## src/rtl/float64_mul_iter.sv

```systemverilog
// Multicycle IEEE-754 binary64 multiplier with round-to-nearest-even.
// Mantissa product is a 53-step shift-add; normalise and round happen in a single cycle.
module float64_mul_iter #(
  parameter logic [63:0] DEFAULT_NAN = 64'h7FFF_FFFF_FFFF_FFFF
) (
  input  logic        ap_clk,
  input  logic        ap_rst,
  input  logic        ap_start,
  output logic        ap_done,
  output logic        ap_idle,
  output logic        ap_ready,
  input  logic [63:0] a,
  input  logic [63:0] b,
  output logic [63:0] ap_return
);
  typedef enum logic [4:0] {
    StIdle   = 5'b00001,
    StUnpack = 5'b00010,
    StMul    = 5'b00100,
    StRound  = 5'b01000,
    StDone   = 5'b10000
  } state_e;

  state_e state_q, state_d;

  logic [63:0]  a_q, b_q;
  logic [52:0]  sig_a_q, sig_b_q;
  logic [105:0] acc_q;
  logic [11:0]  exp_sum_q;
  logic [5:0]   cnt_q;
  logic         sign_q;

  logic [10:0] exp_a, exp_b, exp_a_eff, exp_b_eff;
  logic        a_nan, b_nan, a_inf, b_inf, a_zero, b_zero, sign_ab, special;
  logic [63:0] special_res;
  logic [105:0] pp;

  assign exp_a     = a_q[62:52];
  assign exp_b     = b_q[62:52];
  assign exp_a_eff = (exp_a == 11'd0) ? 11'd1 : exp_a;
  assign exp_b_eff = (exp_b == 11'd0) ? 11'd1 : exp_b;
  assign a_nan     = (exp_a == 11'h7FF) && (a_q[51:0] != 52'd0);
  assign b_nan     = (exp_b == 11'h7FF) && (b_q[51:0] != 52'd0);
  assign a_inf     = (exp_a == 11'h7FF) && (a_q[51:0] == 52'd0);
  assign b_inf     = (exp_b == 11'h7FF) && (b_q[51:0] == 52'd0);
  assign a_zero    = (exp_a == 11'd0) && (a_q[51:0] == 52'd0);
  assign b_zero    = (exp_b == 11'd0) && (b_q[51:0] == 52'd0);
  assign sign_ab   = a_q[63] ^ b_q[63];
  assign pp        = {53'd0, sig_b_q} << cnt_q;

  always_comb begin
    special     = 1'b1;
    special_res = '0;
    if (a_nan) begin
      special_res = a_q | 64'h0008_0000_0000_0000;
    end else if (b_nan) begin
      special_res = b_q | 64'h0008_0000_0000_0000;
    end else if ((a_inf && b_zero) || (a_zero && b_inf)) begin
      special_res = DEFAULT_NAN;
    end else if (a_inf || b_inf) begin
      special_res = {sign_ab, 11'h7FF, 52'd0};
    end else if (a_zero || b_zero) begin
      special_res = {sign_ab, 63'd0};
    end else begin
      special = 1'b0;
    end
  end

  // Normalise, denormalise with sticky jamming, then round to nearest even.
  logic [6:0]         lz;
  logic [105:0]       norm;
  logic signed [12:0] e_norm, sh, e_den, e_fin;
  logic [52:0]        m0, m1;
  logic               g0, s0, g1, s1, inc;
  logic [109:0]       wide;
  logic [53:0]        rnd;
  logic [51:0]        frac_fin;
  logic [63:0]        round_res;

  always_comb begin
    lz = '0;
    for (int i = 0; i < 106; i++) begin
      if (acc_q[i]) lz = 7'(105 - i);
    end
    norm   = acc_q << lz;
    e_norm = $signed({1'b0, exp_sum_q}) - 13'sd1022 - $signed({6'd0, lz});
    m0     = norm[105:53];
    g0     = norm[52];
    s0     = |norm[51:0];
    sh     = 13'sd1 - e_norm;
    wide   = '0;
    m1     = m0;
    g1     = g0;
    s1     = s0;
    e_den  = e_norm;
    if (e_norm <= 13'sd0) begin
      e_den = '0;
      if (sh >= 13'sd55) begin
        m1 = '0;
        g1 = 1'b0;
        s1 = 1'b1;
      end else begin
        wide = {m0, g0, s0, 55'd0} >> sh[5:0];
        m1   = wide[109:57];
        g1   = wide[56];
        s1   = |wide[55:0];
      end
    end
    inc = g1 & (s1 | m1[0]);
    rnd = {1'b0, m1} + {53'd0, inc};
    if (rnd[53]) begin
      e_fin    = e_den + 13'sd1;
      frac_fin = rnd[52:1];
    end else if ((e_den == 13'sd0) && rnd[52]) begin
      e_fin    = 13'sd1;
      frac_fin = rnd[51:0];
    end else begin
      e_fin    = e_den;
      frac_fin = rnd[51:0];
    end
    if (e_fin >= 13'sd2047) begin
      round_res = {sign_q, 11'h7FF, 52'd0};
    end else begin
      round_res = {sign_q, e_fin[10:0], frac_fin};
    end
  end

  always_ff @(posedge ap_clk) begin
    if (ap_rst) state_q <= StIdle;
    else        state_q <= state_d;
  end

  always_comb begin
    state_d = state_q;
    unique case (state_q)
      StIdle:   if (ap_start) state_d = StUnpack;
      StUnpack: state_d = special ? StDone : StMul;
      StMul:    if (cnt_q == 6'd52) state_d = StRound;
      StRound:  state_d = StDone;
      StDone:   state_d = StIdle;
      default:  state_d = StIdle;
    endcase
  end

  always_comb begin
    ap_done  = (state_q == StDone);
    ap_ready = ap_done;
    ap_idle  = (state_q == StIdle) && !ap_start;
  end

  always_ff @(posedge ap_clk) begin
    if (ap_rst) begin
      ap_return <= '0;
      cnt_q     <= '0;
    end else begin
      case (state_q)
        StIdle: begin
          if (ap_start) begin
            a_q <= a;
            b_q <= b;
          end
        end
        StUnpack: begin
          sign_q    <= sign_ab;
          sig_a_q   <= {exp_a != 11'd0, a_q[51:0]};
          sig_b_q   <= {exp_b != 11'd0, b_q[51:0]};
          exp_sum_q <= {1'b0, exp_a_eff} + {1'b0, exp_b_eff};
          acc_q     <= '0;
          cnt_q     <= '0;
          if (special) ap_return <= special_res;
        end
        StMul: begin
          if (sig_a_q[cnt_q]) acc_q <= acc_q + pp;
          cnt_q <= cnt_q + 6'd1;
        end
        StRound: ap_return <= round_res;
        default: ;
      endcase
    end
  end
endmodule
```

## config.mk

```make
export PLATFORM = sky130hd
export DESIGN_NAME = float64_mul_iter
export DESIGN_NICKNAME = d
export VERILOG_FILES = /design/src/rtl/float64_mul_iter.sv
export SDC_FILE = /design/constraint.sdc
export NUM_CORES = 2
export LEC_CHECK = 0
export CAP_MARGIN = 20
export CELL_PAD_IN_SITES_DETAIL_PLACEMENT = 0
export CELL_PAD_IN_SITES_GLOBAL_PLACEMENT = 1
export CORE_ASPECT_RATIO = 0.7
export CORE_MARGIN = 3
export CORE_UTILIZATION = 37
export CTS_CLUSTER_DIAMETER = 150
export DETAILED_ROUTE_END_ITERATION = 6
export MAX_ROUTING_LAYER = met4
export PLACE_DENSITY = 0.74
export SLEW_MARGIN = 20
export SYNTH_ARGS = -nofsm -noshare
export SYNTH_HDL_FRONTEND = slang
export SYNTH_SLANG_ARGS = --single-unit
```

## constraint.sdc

```tcl
create_clock -name ap_clk -period 40.8 [get_ports ap_clk]
set_input_delay 8.16 -clock ap_clk [delete_from_list [all_inputs] [get_ports ap_clk]]
set_output_delay 8.16 -clock ap_clk [all_outputs]
set_load 0.02 [all_outputs]
```

==> qor.yml <==
status: "completed"
worst_pin_slew_ns: 1.33
cts_tree: "built"
tns_ns: 0
cap_violations: 0
fin_nets: 5742
hpwl_um: 203000
r2r_start: "acc_q[49]$_SDFFCE_PN0P_"
hold_viol_final: 0
die_w_um: 419
r2r_slack_ns: 26.52
yosysWarnings: 0
dieArea_um2: 124000
clockBufferDepth: 3
end_kind: "primary output"
start_kind: "primary input"
synth_cells: 5411
core_um2: 118000
grt_pass1_vias: 44800
drtAntennaViolNets: 0
wl_per_cell_um: 36.7
grt_first_pass_wirelength_um: 355000
required_ns: 32.64
drc_errors: 0
clkTransAtPathRegs_ns: 0.06
clock_skew_ns: 0.0470
p_int_uw: 802
track_usage_pct: 41.3
synth.avg_cell_area_um2: 8.16
yosysTopAreaCellShare_pct: 24.0
post_dp_cell_area_um2: 48000
clock-sinks: 428
finalMaxSlewViolations: 0
p_sw_uw: 370
path_cells: "clkdlybuf4s50_1, nor2_1, clkdlybuf4s50_1"
irDropWorstVdd_v: 0.0000321
relSlewSlack_pct: 11.4
syn_area_um2: 44200
fp-row-count: 105
synth_cell_types: 134
final_common_cell: "nor2_1"
hold_class: "register to register"
whs_endpoint: "sig_a_q[51]$_DFFE_PP_"
cts-root-buf: "clkbuf_16"
fmax_mhz: 56.0
ios: 198
place.gp.congestion: 1.12
design_area_um2: 49600
overflow: 0
cts_hold_buf: 0
synth_enable_flop_cells: 353
crit_type: "primary input to primary output"
critPathMaxFanout: 4
cts_buffers: 49
crit_path_frequent_cell: "clkdlybuf4s50_1"
netlist_top_cells_area: "edfxtp_1, nor2_1, nand2_1"
finalCriticalPeriod_ns: 17.86
synth_nets: 5685
setup_viol: 0
drt_iter0_drc: 9346
reg2reg_to: "ap_return[10]$_SDFFE_PP0P_"
yosysTopAreaCell: "edfxtp_1"
num-fill-cells: 11900
crit_arrival_ns: 9.70
finalCritPeriodShare_pct: 43.8
synth_top_flop_cell: "edfxtp_1"
p_leak_uw: 0.0168
start_util_pct: 37.5
synth-seq-cells: 428
min-delay-start: "a_q[51]$_DFFE_PP_"
cts_setup_buffers: 0
layout-drive-gt1-share_pct: 10.4
utilization_pct: 42.1
antenna_found_initial: 11
power-per-cell-area_nw_per_um2: 23.6
seq_power_share_pct: 42.4
async_reset_ff_share_pct: 0
area_growth_pct: 12.4
min_path_cells: 0
r2r_cells: 41
post_cts_resize_count: 0
combPwrFrac_pct: 19.3
grt_setup_unrepaired: "false"
via_count: 50400
htree_levels: 2
wl_um: 259000
cp_slowest_cell: "clkdlybuf4s50_1"
placement.io_buffers: 197
clkPwrFrac_pct: 38.3
clk_latency_ns: 0.66
via_per_inst: 7.13
max_stage_delay_ns: 0.71
ys_seq_area_share_pct: 27.4
dieHeight_um: 295
switching_share_pct: 31.5
final_cell_mix: "nor2_1, nand2_1, a21oi_1, edfxtp_1, o21ai_0"
grt_max_degree: 92
drt_first_pass_iters: 7
## power by group through the flow
stage | Combinational, µW | Clock (µW) | Sequential (µW)
final | 226 | 449 | 497
after global routing | 229 | 471 | 497
after CTS | 211 | 454 | 496
after detailed placement | 210 | 0 | 505
after global placement | 212 | 0 | 505
after floorplan | 116 | 0 | 501
## worst max-delay path: cells and delay by family
family / cells / cell delay [ns]
and+or+nand+nor: 1 / 0.38
buffers and inverters: 2 / 1.15
## sequential cells by signal, indices dropped and copies added, names as in the netlist, 6 cells and up
signal / flops
sig_a_q: 53
ap_return: 64
cnt_q: 6
a_q: 64
sig_b_q: 53
acc_q: 106
b_q: 64
exp_sum_q: 12
## worst max path at each step
stage          cells past startpoint  slack, ns  startpoint          endpoint
2_1_floorplan                      3      22.10      ap_rst  a_q[0]$_DFFE_PP_
3_3_place_gp                       3      22.94    ap_start           ap_idle
3_5_place_dp                       3      22.93    ap_start           ap_idle
4_1_cts                            3      22.93    ap_start           ap_idle
5_1_grt                            3      22.90    ap_start           ap_idle
6_report                           3      22.94    ap_start           ap_idle
## synthesized netlist by cell type (27+ instances only)
cell type	number
o21a_1	32
mux2i_1	145
xor2_1	67
o21ai_0	290
edfxtp_1	353
nor4_1	110
o2111ai_1	35
clkbuf_1	235
o22a_1	27
a21o_1	80
o221ai_1	44
buf_1	39
o31ai_1	33
ha_1	140
a22oi_1	63
nor3_1	222
nand2_1	545
nor2b_1	39
o21ai_1	65
mux2_2	56
a31oi_1	75
o22ai_1	145
a22o_1	45
nand3_1	179
nor2_1	588
inv_1	81
mux4_2	65
a221oi_1	30
dfxtp_1	75
nand4_1	94
nand2b_1	43
xnor2_1	91
and2_1	57
buf_2	57
a21oi_1	356
o211ai_1	118
a211oi_1	72
and3_1	38
## per-stage QoR
stage | setup slack, ns | power [µW] | instances | hold slack, ns
after CTS | 22.93 | 1160 | 7057 | 0.463
after global placement | 22.94 | 718 | 6968 | 0.440
after detailed placement | 22.93 | 716 | 6968 | 0.448
final | 22.94 | 1170 | 7071 | 0.471
after global routing | 22.90 | 1200 | 7067 | 0.480
after floorplan | 22.10 | 618 | 5411 | 0.428
## routing by layer
layer / global-route usage, % / wire, µm
met5: - / 0
met4: 12.9 / 9440
met3: 16.1 / 39900
met2: 50.8 / 96100
met1: 60.0 / 114000
## cells by family after synthesis
group	after synthesis	synth area share (%)
xor gates and xnor gates	158	3.13
adders and majority gates	143	4.10
AOI/OAI and AO/OA	1885	30.2
muxes	270	8.15
and+or+nand+nor	2078	22.7
buffers and inverters	449	4.37
DFF	428	27.4
## layout make-up
type	count	area, µm²	area share (%)
well taps	1551	1940	3.91
diodes	14	35.0	0.0706
repair buffers	366	3240	6.54
flip-flops and latches	428	12100	24.4
clock inverters	25	303	0.610
multi-input cells	4534	30300	61.2
clock buffers	64	1300	2.61
inverters	89	339	0.683
Note: power is estimated with default switching activity, not from simulation.
